**src/rtl/matrix_pkg.sv**
```systemverilog
// matrix_pkg: shared constants, state encoding and index helpers
// for the systolic matrix result path.
package matrix_pkg;

    localparam int MAT_DIM = 3;
    localparam int MAT_ELEMS = MAT_DIM * MAT_DIM;
    localparam int FP8_W = 8;
    localparam int FP8_EXP_BIAS = 3;
    localparam logic [FP8_W-1:0] FP8_ZERO = 8'h00;

    localparam logic [1:0] ST_IDLE = 2'd0;
    localparam logic [1:0] ST_STREAM = 2'd1;
    localparam logic [1:0] ST_CLEAR = 2'd2;
    localparam logic [1:0] ST_WAIT_LOW = 2'd3;

    typedef enum logic [1:0] {
        S_IDLE = ST_IDLE,
        S_STREAM = ST_STREAM,
        S_CLEAR = ST_CLEAR,
        S_WAIT_LOW = ST_WAIT_LOW
    } rd_state_t;

    // Row/col tag used by the checksum beat.
    localparam logic [1:0] CHK_IDX = 2'd3;

    typedef struct packed {
        logic [FP8_W-1:0] data;
        logic [1:0] row;
        logic [1:0] col;
        logic last;
    } rd_beat_t;

    function automatic logic [1:0] div3(input logic [3:0] v);
        logic [1:0] q;
        if (v >= 4'd9) q = 2'd3;
        else if (v >= 4'd6) q = 2'd2;
        else if (v >= 4'd3) q = 2'd1;
        else q = 2'd0;
        return q;
    endfunction

    function automatic logic [1:0] mod3(input logic [3:0] v);
        logic [3:0] t;
        t = v - ({2'b00, div3(v)} * 4'd3);
        return t[1:0];
    endfunction

    function automatic logic [3:0] rc_to_sel(
        input logic [1:0] row,
        input logic [1:0] col
    );
        return ({2'b00, row} * 4'd3) + {2'b00, col};
    endfunction

endpackage

```
**src/rtl/matrix_rd_index.sv**
```systemverilog
// matrix_rd_index: maps a beat index to element select, row/col
// tags and the last flag for row- or column-major traversal.
module matrix_rd_index
    import matrix_pkg::*;
#(
    parameter int ORDER = 0,
    parameter bit CHK_EN = 1'b0
) (
    input  logic [3:0] i_idx,
    output logic [3:0] o_sel,
    output logic [1:0] o_row,
    output logic [1:0] o_col,
    output logic       o_last,
    output logic       o_is_chk
);

    localparam logic [3:0] LAST_IDX = CHK_EN ? 4'd9 : 4'd8;

    logic [1:0] w_q;
    logic [1:0] w_r;
    logic       w_chk;

    assign w_q = div3(i_idx);
    assign w_r = mod3(i_idx);
    assign w_chk = CHK_EN && (i_idx == 4'd9);

    // Decode the index into a row/col pair for the chosen order.
    always_comb begin
        o_sel = '0;
        o_row = '0;
        o_col = '0;
        o_is_chk = w_chk;
        unique case (1'b1)
            w_chk: begin
                o_row = CHK_IDX;
                o_col = CHK_IDX;
            end
            (!w_chk && ORDER == 0): begin
                o_row = w_q;
                o_col = w_r;
                o_sel = rc_to_sel(w_q, w_r);
            end
            default: begin
                o_row = w_r;
                o_col = w_q;
                o_sel = rc_to_sel(w_r, w_q);
            end
        endcase
    end

    assign o_last = (i_idx == LAST_IDX);

endmodule

```
**src/rtl/matrix_result_reader.sv**
```systemverilog
// matrix_result_reader: snapshots the 3x3 FP8 result matrix on done
// and streams it out. Optional checksum beat: MATRIX_RD_CHKSUM_EN.
module matrix_result_reader
    import matrix_pkg::*;
#(
    parameter int ORDER = 0,
    parameter int CLR_LEN = 2
) (
    input  logic       clk,
    input  logic       reset,
    input  logic       done_in,
    input  logic [8:0] m1_in,
    input  logic [8:0] m2_in,
    input  logic [8:0] m3_in,
    input  logic [8:0] m4_in,
    input  logic [8:0] m5_in,
    input  logic [8:0] m6_in,
    input  logic [8:0] m7_in,
    input  logic [8:0] m8_in,
    input  logic [8:0] m9_in,
    output logic       out_valid,
    input  logic       out_ready,
    output logic [7:0] out_data,
    output logic [1:0] out_row,
    output logic [1:0] out_col,
    output logic       out_last,
    output logic       busy,
    output logic       mat_clr
);

`ifdef MATRIX_RD_CHKSUM_EN
    localparam bit CHK_EN = 1'b1;
    localparam logic [3:0] LAST_IDX = 4'd9;
`else
    localparam bit CHK_EN = 1'b0;
    localparam logic [3:0] LAST_IDX = 4'd8;
`endif

    localparam logic [2:0] CLR_CNT = 3'(CLR_LEN);

    rd_state_t        r_state;
    logic             r_done_q;
    logic [FP8_W-1:0] r_snap [MAT_ELEMS];
    logic [3:0]       r_idx;
    logic [2:0]       r_clr_cnt;

    logic [FP8_W-1:0] w_in [MAT_ELEMS];
    logic [FP8_W-1:0] w_src [MAT_ELEMS];
    logic             w_rise;
    logic             w_idle;
    logic [3:0]       w_idx_nxt;
    logic [3:0]       w_sel;
    logic [1:0]       w_row;
    logic [1:0]       w_col;
    logic             w_last;
    logic             w_is_chk;
    rd_beat_t         w_beat;
    logic             w_unused;

    assign w_in[0] = m1_in[7:0];
    assign w_in[1] = m2_in[7:0];
    assign w_in[2] = m3_in[7:0];
    assign w_in[3] = m4_in[7:0];
    assign w_in[4] = m5_in[7:0];
    assign w_in[5] = m6_in[7:0];
    assign w_in[6] = m7_in[7:0];
    assign w_in[7] = m8_in[7:0];
    assign w_in[8] = m9_in[7:0];

    assign w_idle = (r_state == S_IDLE);
    assign w_rise = done_in && !r_done_q;
    assign w_idx_nxt = w_idle ? 4'd0 : r_idx + 4'd1;

    // In IDLE the next beat comes straight from the inputs being
    // captured; afterwards it comes from the snapshot.
    always_comb begin
        for (int i = 0; i < MAT_ELEMS; i++) begin
            w_src[i] = w_idle ? w_in[i] : r_snap[i];
        end
    end

    matrix_rd_index #(
        .ORDER  (ORDER),
        .CHK_EN (CHK_EN)
    ) u_index (
        .i_idx    (w_idx_nxt),
        .o_sel    (w_sel),
        .o_row    (w_row),
        .o_col    (w_col),
        .o_last   (w_last),
        .o_is_chk (w_is_chk)
    );

`ifdef MATRIX_RD_CHKSUM_EN
    logic [FP8_W-1:0] r_chk;
    logic [FP8_W-1:0] w_chk_in;

    // XOR of the incoming bytes, captured alongside the snapshot.
    always_comb begin
        w_chk_in = FP8_ZERO;
        for (int i = 0; i < MAT_ELEMS; i++) begin
            w_chk_in = w_chk_in ^ w_in[i];
        end
    end

    // Checksum register follows the snapshot load.
    always_ff @(posedge clk) begin
        if (!reset) r_chk <= FP8_ZERO;
        else if (w_idle && w_rise) r_chk <= w_chk_in;
    end

    // Assemble the next beat, substituting the checksum on beat 10.
    always_comb begin
        w_beat.data = w_src[w_sel];
        if (w_is_chk) w_beat.data = w_idle ? w_chk_in : r_chk;
        w_beat.row = w_row;
        w_beat.col = w_col;
        w_beat.last = w_last;
    end

    assign w_unused = ^{m1_in[8], m2_in[8], m3_in[8], m4_in[8],
                        m5_in[8], m6_in[8], m7_in[8], m8_in[8],
                        m9_in[8]};
`else
    // Assemble the next beat from the selected element.
    always_comb begin
        w_beat.data = w_src[w_sel];
        w_beat.row = w_row;
        w_beat.col = w_col;
        w_beat.last = w_last;
    end

    assign w_unused = ^{m1_in[8], m2_in[8], m3_in[8], m4_in[8],
                        m5_in[8], m6_in[8], m7_in[8], m8_in[8],
                        m9_in[8], w_is_chk};
`endif

    // Drain FSM: capture on done rise, stream, clear, wait for done low.
    always_ff @(posedge clk) begin
        if (!reset) begin
            r_state <= S_IDLE;
            r_done_q <= 1'b1;
            r_idx <= 4'd0;
            r_clr_cnt <= 3'd0;
            for (int i = 0; i < MAT_ELEMS; i++) begin
                r_snap[i] <= FP8_ZERO;
            end
            out_valid <= 1'b0;
            out_data <= FP8_ZERO;
            out_row <= 2'd0;
            out_col <= 2'd0;
            out_last <= 1'b0;
            busy <= 1'b0;
            mat_clr <= 1'b0;
        end else begin
            unique case (r_state)
                S_IDLE: begin
                    r_done_q <= done_in;
                    if (w_rise) begin
                        for (int i = 0; i < MAT_ELEMS; i++) begin
                            r_snap[i] <= w_in[i];
                        end
                        r_idx <= w_idx_nxt;
                        out_valid <= 1'b1;
                        out_data <= w_beat.data;
                        out_row <= w_beat.row;
                        out_col <= w_beat.col;
                        out_last <= w_beat.last;
                        busy <= 1'b1;
                        r_state <= S_STREAM;
                    end
                end
                S_STREAM: begin
                    if (out_ready) begin
                        if (r_idx == LAST_IDX) begin
                            out_valid <= 1'b0;
                            out_last <= 1'b0;
                            mat_clr <= 1'b1;
                            r_clr_cnt <= 3'd1;
                            r_state <= S_CLEAR;
                        end else begin
                            r_idx <= w_idx_nxt;
                            out_data <= w_beat.data;
                            out_row <= w_beat.row;
                            out_col <= w_beat.col;
                            out_last <= w_beat.last;
                        end
                    end
                end
                S_CLEAR: begin
                    if (r_clr_cnt == CLR_CNT) begin
                        mat_clr <= 1'b0;
                        r_state <= S_WAIT_LOW;
                    end else begin
                        r_clr_cnt <= r_clr_cnt + 3'd1;
                    end
                end
                S_WAIT_LOW: begin
                    if (!done_in) begin
                        r_done_q <= 1'b0;
                        busy <= 1'b0;
                        r_state <= S_IDLE;
                    end
                end
                default: r_state <= S_IDLE;
            endcase
        end
    end

endmodule
```
**config.mk**
```make
export PLATFORM = sky130hd
export DESIGN_NAME = matrix_result_reader
export DESIGN_NICKNAME = d
export VERILOG_FILES = /design/src/rtl/matrix_pkg.sv /design/src/rtl/matrix_rd_index.sv /design/src/rtl/matrix_result_reader.sv
export SDC_FILE = /design/constraint.sdc
export NUM_CORES = 1
export LEC_CHECK = 0
export ABC_CLOCK_PERIOD_IN_PS = 4700
export CAP_MARGIN = 20
export CELL_PAD_IN_SITES_DETAIL_PLACEMENT = 0
export CELL_PAD_IN_SITES_GLOBAL_PLACEMENT = 1
export CORE_MARGIN = 3
export CORE_UTILIZATION = 41
export CTS_BUF_LIST = sky130_fd_sc_hd__clkbuf_16
export DETAILED_ROUTE_END_ITERATION = 6
export PLACE_DENSITY = 0.86
export SKIP_CTS_REPAIR_TIMING = 1
export SLEW_MARGIN = 5
export SYNTH_ARGS = -nofsm -noshare
export SYNTH_HDL_FRONTEND = slang
export SYNTH_SLANG_ARGS = --single-unit
```
**constraint.sdc**
```tcl
create_clock -name clk -period 4.7 [get_ports clk]
set_input_delay 1.175 -clock clk [delete_from_list [all_inputs] [get_ports clk]]
set_output_delay 1.175 -clock clk [all_outputs]
set_load 0.02 [all_outputs]
```
### Yosys cells after proc, flatten, opt, wreduce, memory -nomap -nowiden

Memory sizes are Yosys's and may differ from the RTL's.
Index checks and enable logic that the tools add are counted.

| operators by class | value |
|---|---|
| $lt $le $gt $ge | 4 |
| add/sub/neg operators | 4 |
| reductions and logical operators | 14 |
| equality and inequality tests | 13 |
| bitwise gates (word level) | 10 |
| multiply operators | 1 |
| muxes and demuxes | 71 |

Operators with widths:

| cell | number |
|---|---|
| $mux 8 | 23 |
| $bmux 8 s4 | 1 |
| $mux 2 | 13 |
| $mux 1 | 16 |
| $mux 4 | 4 |
| $pmux 8 s2 | 1 |
| $reduce_and 4->1 | 4 |
| $ne 2x2->1 const B | 7 |
| $pmux 1 s2 | 5 |
| $mux 3 | 3 |
| $or 1x1->1 | 9 |
| $eq 4x4->1 const B | 2 |
| $pmux 2 s2 | 2 |
| $pmux 2 s4 | 1 |
| $pmux 4 s2 | 1 |
| $pmux 3 s2 | 1 |
| $reduce_and 3->1 | 2 |
| $reduce_bool 2->1 | 3 |
| $ge 5x5->1 const B | 1 |
| $not 4->5 | 1 |
| $reduce_and 5->1 | 1 |
| $add 4x1->4 const B | 1 |
| $add 4x2->4 | 1 |
| $eq 2x2->1 const B | 2 |
| 12 further kinds | 12 |

| storage, ports and cells | value |
|---|---|
| register bits after elaboration | 26 |
| output and inout bits | 16 |
| word-level logic and storage cells | 129 |
| memory bits (writable) | 72 |
| memories | 1 |
| input port bits | 85 |

Memory list:

| memory | depth | width | read ports | clocked after memory_dff | write ports | RTL line | text |
|---|---|---|---|---|---|---|---|
| r_snap | 9 | 8 | 9 | 0 | 9 | matrix_result_reader.sv:43 | `logic [FP8_W-1:0] r_snap [MAT_ELEMS];` |

### Depth between registers and ports, before layout

| logic depth | value |
|---|---|
| depth in word-level cells | 16 |
| mapped depth | 16 |
| mapped depth without buffers | 15 |

### Modules after synthesis

From an unflattened synthesis, not the netlist that was laid out.

| second synthesis, totals | value |
|---|---|
| cell total of the unflattened synthesis | 490 |
| area total of the unflattened synthesis | 5380.2 um^2 |

Modules (own cells, without submodules):

| module | sequential area each (um^2) | cells each | instances | area an instance (um^2) |
|---|---|---|---|---|
| matrix_result_reader | 2682.6 | 462 | 1 | 5148.7 |
| matrix_rd_index | 0.0 | 28 | 1 | 231.5 |

### Worst setup path after synthesis

No wires, ideal clock.

| path | value |
|---|---|
| kind | flip-flop to flip-flop |
| start point | register r_idx[0] |
| end point | register out_data[4] |
| required time | 4568 ps |
| buffers on the path | 1 |
| period minus slack after synthesis | 3984 ps |
| library setup time | 132 ps |
| cell stages (with the launch flop) | 15 |
| arrival | 3852 ps |
| slack | 716 ps |
| cells stage by stage | dfxtp_1 inv_2 ha_1 or2_1 a22oi_1 or2_1 ha_1 fa_1 inv_1 fa_1 clkbuf_1 mux4_2 nor2_1 o32a_1 a21oi_1 |

| between the ends | value |
|---|---|
| cells in the longest elaborated chain, start to end | 16 |
| elaborated cells between the ends (all ways) | 22 |
| classes of those cells | add/sub: 3; mul: 1; order compare: 3; eq/ne: 2; mux: 11; bitwise: 1; reduce/logical: 1 |

Ends and longest elaborated chain:

| what | RTL line | text |
|---|---|---|
| start: declaration | matrix_result_reader.sv:44 | `logic [3:0] r_idx;` |
| start signal: assignment | matrix_result_reader.sv:163 | `r_idx <= w_idx_nxt;` |
| start signal: assignment | matrix_result_reader.sv:182 | `r_idx <= w_idx_nxt;` |
| $add 4x1->4 * | matrix_result_reader.sv:72 | `assign w_idx_nxt = w_idle ? 4'd0 : r_idx + 4'd1;` |
| $mux 4 * | matrix_result_reader.sv:72 |  |
| $ge 4x2->1 | matrix_pkg.sv:37 | `else if (v >= 4'd3) q = 2'd1;` |
| $mux 1 | matrix_pkg.sv:37 |  |
| $mux 2 | matrix_pkg.sv:36 | `else if (v >= 4'd6) q = 2'd2;` |
| $mux 2 | matrix_pkg.sv:35 | `if (v >= 4'd9) q = 2'd3;` |
| $mul 2x2->4 | matrix_pkg.sv:44 | `t = v - ({2'b00, div3(v)} * 4'd3);` |
| $sub 2x2->2 * | matrix_pkg.sv:44 |  |
| net u_index.o_col[1] | matrix_rd_index.sv:12 | `output logic [1:0] o_col,` |
| $add 4x2->4 * | matrix_pkg.sv:52 | `return ({2'b00, row} * 4'd3) + {2'b00, col};` |
| $not 4->5 (not written as such) * | matrix_result_reader.sv:127 | `w_beat.data = w_src[w_sel];` |
| $bmux 8 s4 * | matrix_result_reader.sv:127 |  |
| $mux 8 (not written as such) * (2 in a row) | matrix_result_reader.sv:127 |  |
| $mux 8 | matrix_result_reader.sv:175 | `if (r_idx == LAST_IDX) begin` |
| $mux 8 | matrix_result_reader.sv:174 | `if (out_ready) begin` |
| $pmux 8 s2 * | matrix_result_reader.sv:156 | `unique case (r_state)` |
| end signal: assignment | matrix_result_reader.sv:165 | `out_data <= w_beat.data;` |
| end signal: assignment | matrix_result_reader.sv:183 | `out_data <= w_beat.data;` |
| end: declaration | matrix_result_reader.sv:23 | `output logic [7:0] out_data,` |

The timed path passes the listed nets; every way through them passes the cells marked *. The select of a mux whose other input is x is not followed.
A chain may end at the register's enable or synchronous reset.

### Worst setup path after layout

| path | value |
|---|---|
| start point | register r_idx[0] |
| end point | register out_data[1] |

| between the ends | value |
|---|---|
| cells in the longest elaborated chain, start to end | 16 |
| elaborated cells between the ends (all ways) | 22 |
| classes of those cells | add/sub: 3; mul: 1; order compare: 3; eq/ne: 2; mux: 11; bitwise: 1; reduce/logical: 1 |

Ends and longest elaborated chain:

| what | RTL line |
|---|---|
| $add 4x1->4 | matrix_result_reader.sv:72 |
| $mux 4 | matrix_result_reader.sv:72 |
| $ge 4x2->1 | matrix_pkg.sv:37 |
| $mux 1 | matrix_pkg.sv:37 |
| $mux 2 | matrix_pkg.sv:36 |
| $mux 2 | matrix_pkg.sv:35 |
| $mul 2x2->4 | matrix_pkg.sv:44 |
| $sub 2x2->2 | matrix_pkg.sv:44 |
| $add 4x2->4 | matrix_pkg.sv:52 |
| $not 4->5 (not written as such) | matrix_result_reader.sv:127 |
| $bmux 8 s4 | matrix_result_reader.sv:127 |
| $mux 8 (not written as such) (2 in a row) | matrix_result_reader.sv:127 |
| $mux 8 | matrix_result_reader.sv:175 |
| $mux 8 | matrix_result_reader.sv:174 |
| $pmux 8 s2 | matrix_result_reader.sv:156 |

Several ways; a longest one is shown, not always the timed one. The select of a mux whose other input is x is not followed.

==> impl_metrics.tcl <==
set metrics [dict create \
    ys_top_cells_by_area "edfxtp_1 (43%), dfxtp_1 (10%), and2_1 (8.9%)" \
    synth_area_per_cell_um2 12.25 \
    grtUsageTotal 0.1594 \
    fin_worst_skew_ns 0.005811 \
    slew_headroom 0.3835 \
    coreArea_um2 11760 \
    powerDensity_nw_per_um2 400.1 \
    area_growth_pct 26.89 \
    drc 0 \
    die_area_um2 13740 \
    final_antenna_net_count 0 \
    power_frac_comb 0.291 \
    cp_slowest_cell "fa_1" \
    cts_buffers 9 \
    hold_violations 0 \
    min_period_ns 4.133 \
    power.internal_w 0.001826 \
    clockPowerShare 0.276 \
    first_global_vias 3461 \
    max_stage_delay_ns 0.57 \
    grt-ovfl-total 0 \
    n_antenna_cell 0 \
    synth_ff_type "edfxtp_1" \
    status "complete, no violations" \
    required_ns 4.93 \
    dr.pass1.iters 4 \
    antenna_found_initial 0 \
    wire_per_inst_um 15.44 \
    place_area_um2 6150 \
    cp_cell_sequence "ha_1 > xnor2_1 > nor2_1 > or2_1 > a22oi_1 > or2_1 > ha_1 > fa_1 > xnor2_4 > buf_4 > mux2_1 > mux2i_1 > mux2_2 > o22ai_1" \
    grt_max_degree 73 \
    fill_cells 1004 \
    insertion_delay_ns 0.34 \
    tritoncts "yes" \
    wl_mm 10.34 \
    synth_edf_count 72 \
    final_cell_mix "clkdlybuf4s50_1 (91), and2_1 (72), edfxtp_1 (72)" \
    cp_data_arrival_time_ns 4.36 \
    min-delay-path-class "flop to flop" \
    drt-initial-drc-count 197 \
    critPathCaptureType "flop" \
    swShare 0.2907 \
    viasPerCell 5.075 \
    dp_hpwl_mm 7.279 \
    synth_top_area_share 0.4264 \
    synth-async-reset-ratio 0 \
    cts_max_level 3 \
    fin_nets 599 \
    p_leak_nw 2.377 \
    power_frac_seq 0.433 \
    tns_ns 0 \
    power.total_w 0.002575 \
    vias 3400 \
    postLayoutCellArea_um2 6435 \
    ios 101 \
    drv_cap 0 \
    synth_largest_area_cell "edfxtp_1" \
    final_max_slew_viol_count 0 \
    clock.fmax_ghz 0.2420 \
    critPathKind "flop to flop" \
    cts_buffer_depth 2 \
    root_buffer "clkbuf_16" \
    cp_max_fo 14 \
    layout_commonest_cell "clkdlybuf4s50_1" \
    setup_viol_count_final 0 \
    cts.sinks 98 \
    post-route-period-util 0.8793 \
    peakVddDrop_mv 0.2231 \
    grt_pass1_wl_mm 16.93 \
    startpoint_type "flop" \
    worstMarginPinSlew_ns 0.9220 \
    initial_core_util 0.4312 \
    syn_area_um2 5071 \
    power.switching_w 0.0007484 \
    portBuffers 91 \
    path_clk_slew_ns 0.07 \
    drive_above_1_share 0.1067 \
    synth_nets 512 \
    die_w_um 117.2 \
    netlist_instances 414 \
    grt_setup_unrepaired "false" \
    yosysWarnings 0 \
    fp-row-count 39 \
    routabilityCongestion 0.8227 \
    yosysUniqueCellTypes 51 \
    dieHeight_um 117.2 \
    ys_seq_area_frac 0.5290 \
    ys_seq_elements 98 \
]
critical path, delay by kind of cell (launching register included):
| family | cells | cell delay [ns] |
|---|---|---|
| AOI/OAI and AO/OA | 2 | 0.17 |
| xor gates and xnor gates | 2 | 0.55 |
| adders and majority gates | 3 | 1.19 |
| buffers and inverters | 1 | 0.32 |
| DFF | 1 | 0.37 |
| muxes | 3 | 0.75 |
| and+or+nand+nor | 3 | 0.66 |
layer usage:
metal / track usage / wire, um / vias up
met1: 0.2186 / 4733 / 1632
li1: - / - / 1669
met2: 0.2530 / 4896 / 87
met5: 0 / 0 / -
met3: 0.02879 / 541 / 12
met4: 0.06116 / 172 / 0
per-stage QoR:
stage	cells	util	hold slack (ns)	setup slack [ns]
after global routing	670	0.5472	0.4865	0.1899
after global placement	654	0.5229	0.4513	0.5937
after floorplan	414	-	0.4660	0.7164
after CTS	670	0.5472	0.4641	0.5028
after detailed placement	654	0.5229	0.4541	0.5460
final	670	0.5472	0.4684	0.5672
final cells by class:
cell class | count | area (um^2) | share of cell area
Clock inverter | 7 | 60.06 | 0.009333
Clock buffer | 9 | 225.2 | 0.03500
Sequential cell | 98 | 2683 | 0.4169
Timing Repair Buffer | 100 | 978.4 | 0.1521
Inverter | 12 | 45.04 | 0.007000
Tap cell | 164 | 205.2 | 0.03189
Multi-Input combinational cell | 280 | 2238 | 0.3479
cells in the mapped netlist (3+ instances only):
master	number
a21oi_1	19
a31o_2	3
and2_1	72
buf_2	6
buf_6	3
clkbuf_1	14
dfxtp_1	26
edfxtp_1	72
fa_1	3
ha_1	10
inv_1	10
mux2_1	23
mux2_2	4
mux2i_1	14
mux4_2	16
nand2_1	30
nand3_1	5
nor2_1	17
nor2b_1	3
nor3_1	9
o21ai_0	9
o22ai_1	6
or2_1	3
worst paths after layout:
path	to	cells past startpoint	startpoint	slack (ns)
setup / recovery	out_data[1]	14	r_idx[0]	0.57
hold / removal	out_last	2	out_last	0.47
setup reg to reg	out_data[1]	14	r_idx[0]	0.57
hold reg to reg	out_last	2	out_last	0.47
power groups by stage:
| stage | combinational [W] | clock (W) | sequential [W] |
|---|---|---|---|
| floorplan | 0.000438 | 0 | 0.00118 |
| global placement | 0.000750 | 0 | 0.00113 |
| detailed placement | 0.000757 | 0 | 0.00113 |
| CTS | 0.000761 | 0.000724 | 0.00112 |
| global route | 0.000824 | 0.000756 | 0.00113 |
| finish | 0.000750 | 0.000710 | 0.00111 |
state kept, by name (all words and copies together), names as in the netlist:
name and flops:
r_snap 72, out_data 8, r_idx 4, r_clr_cnt 3, out_col 2, out_row 2
r_state 2, busy 1, mat_clr 1, out_last 1, out_valid 1, r_done_q 1
logic make-up after synthesis:
family / after synthesis / share of synthesized area
buffers and inverters: 36 / 0.03257
XOR/XNOR: 3 / 0.008884
AO/OA/AOI/OAI: 55 / 0.07081
adder cells (fa/ha/maj): 13 / 0.03652
AND/OR/NAND/NOR: 152 / 0.1636
flip-flops: 98 / 0.5290
multiplexers: 57 / 0.1586
Note: power is estimated with default switching activity, not from simulation.
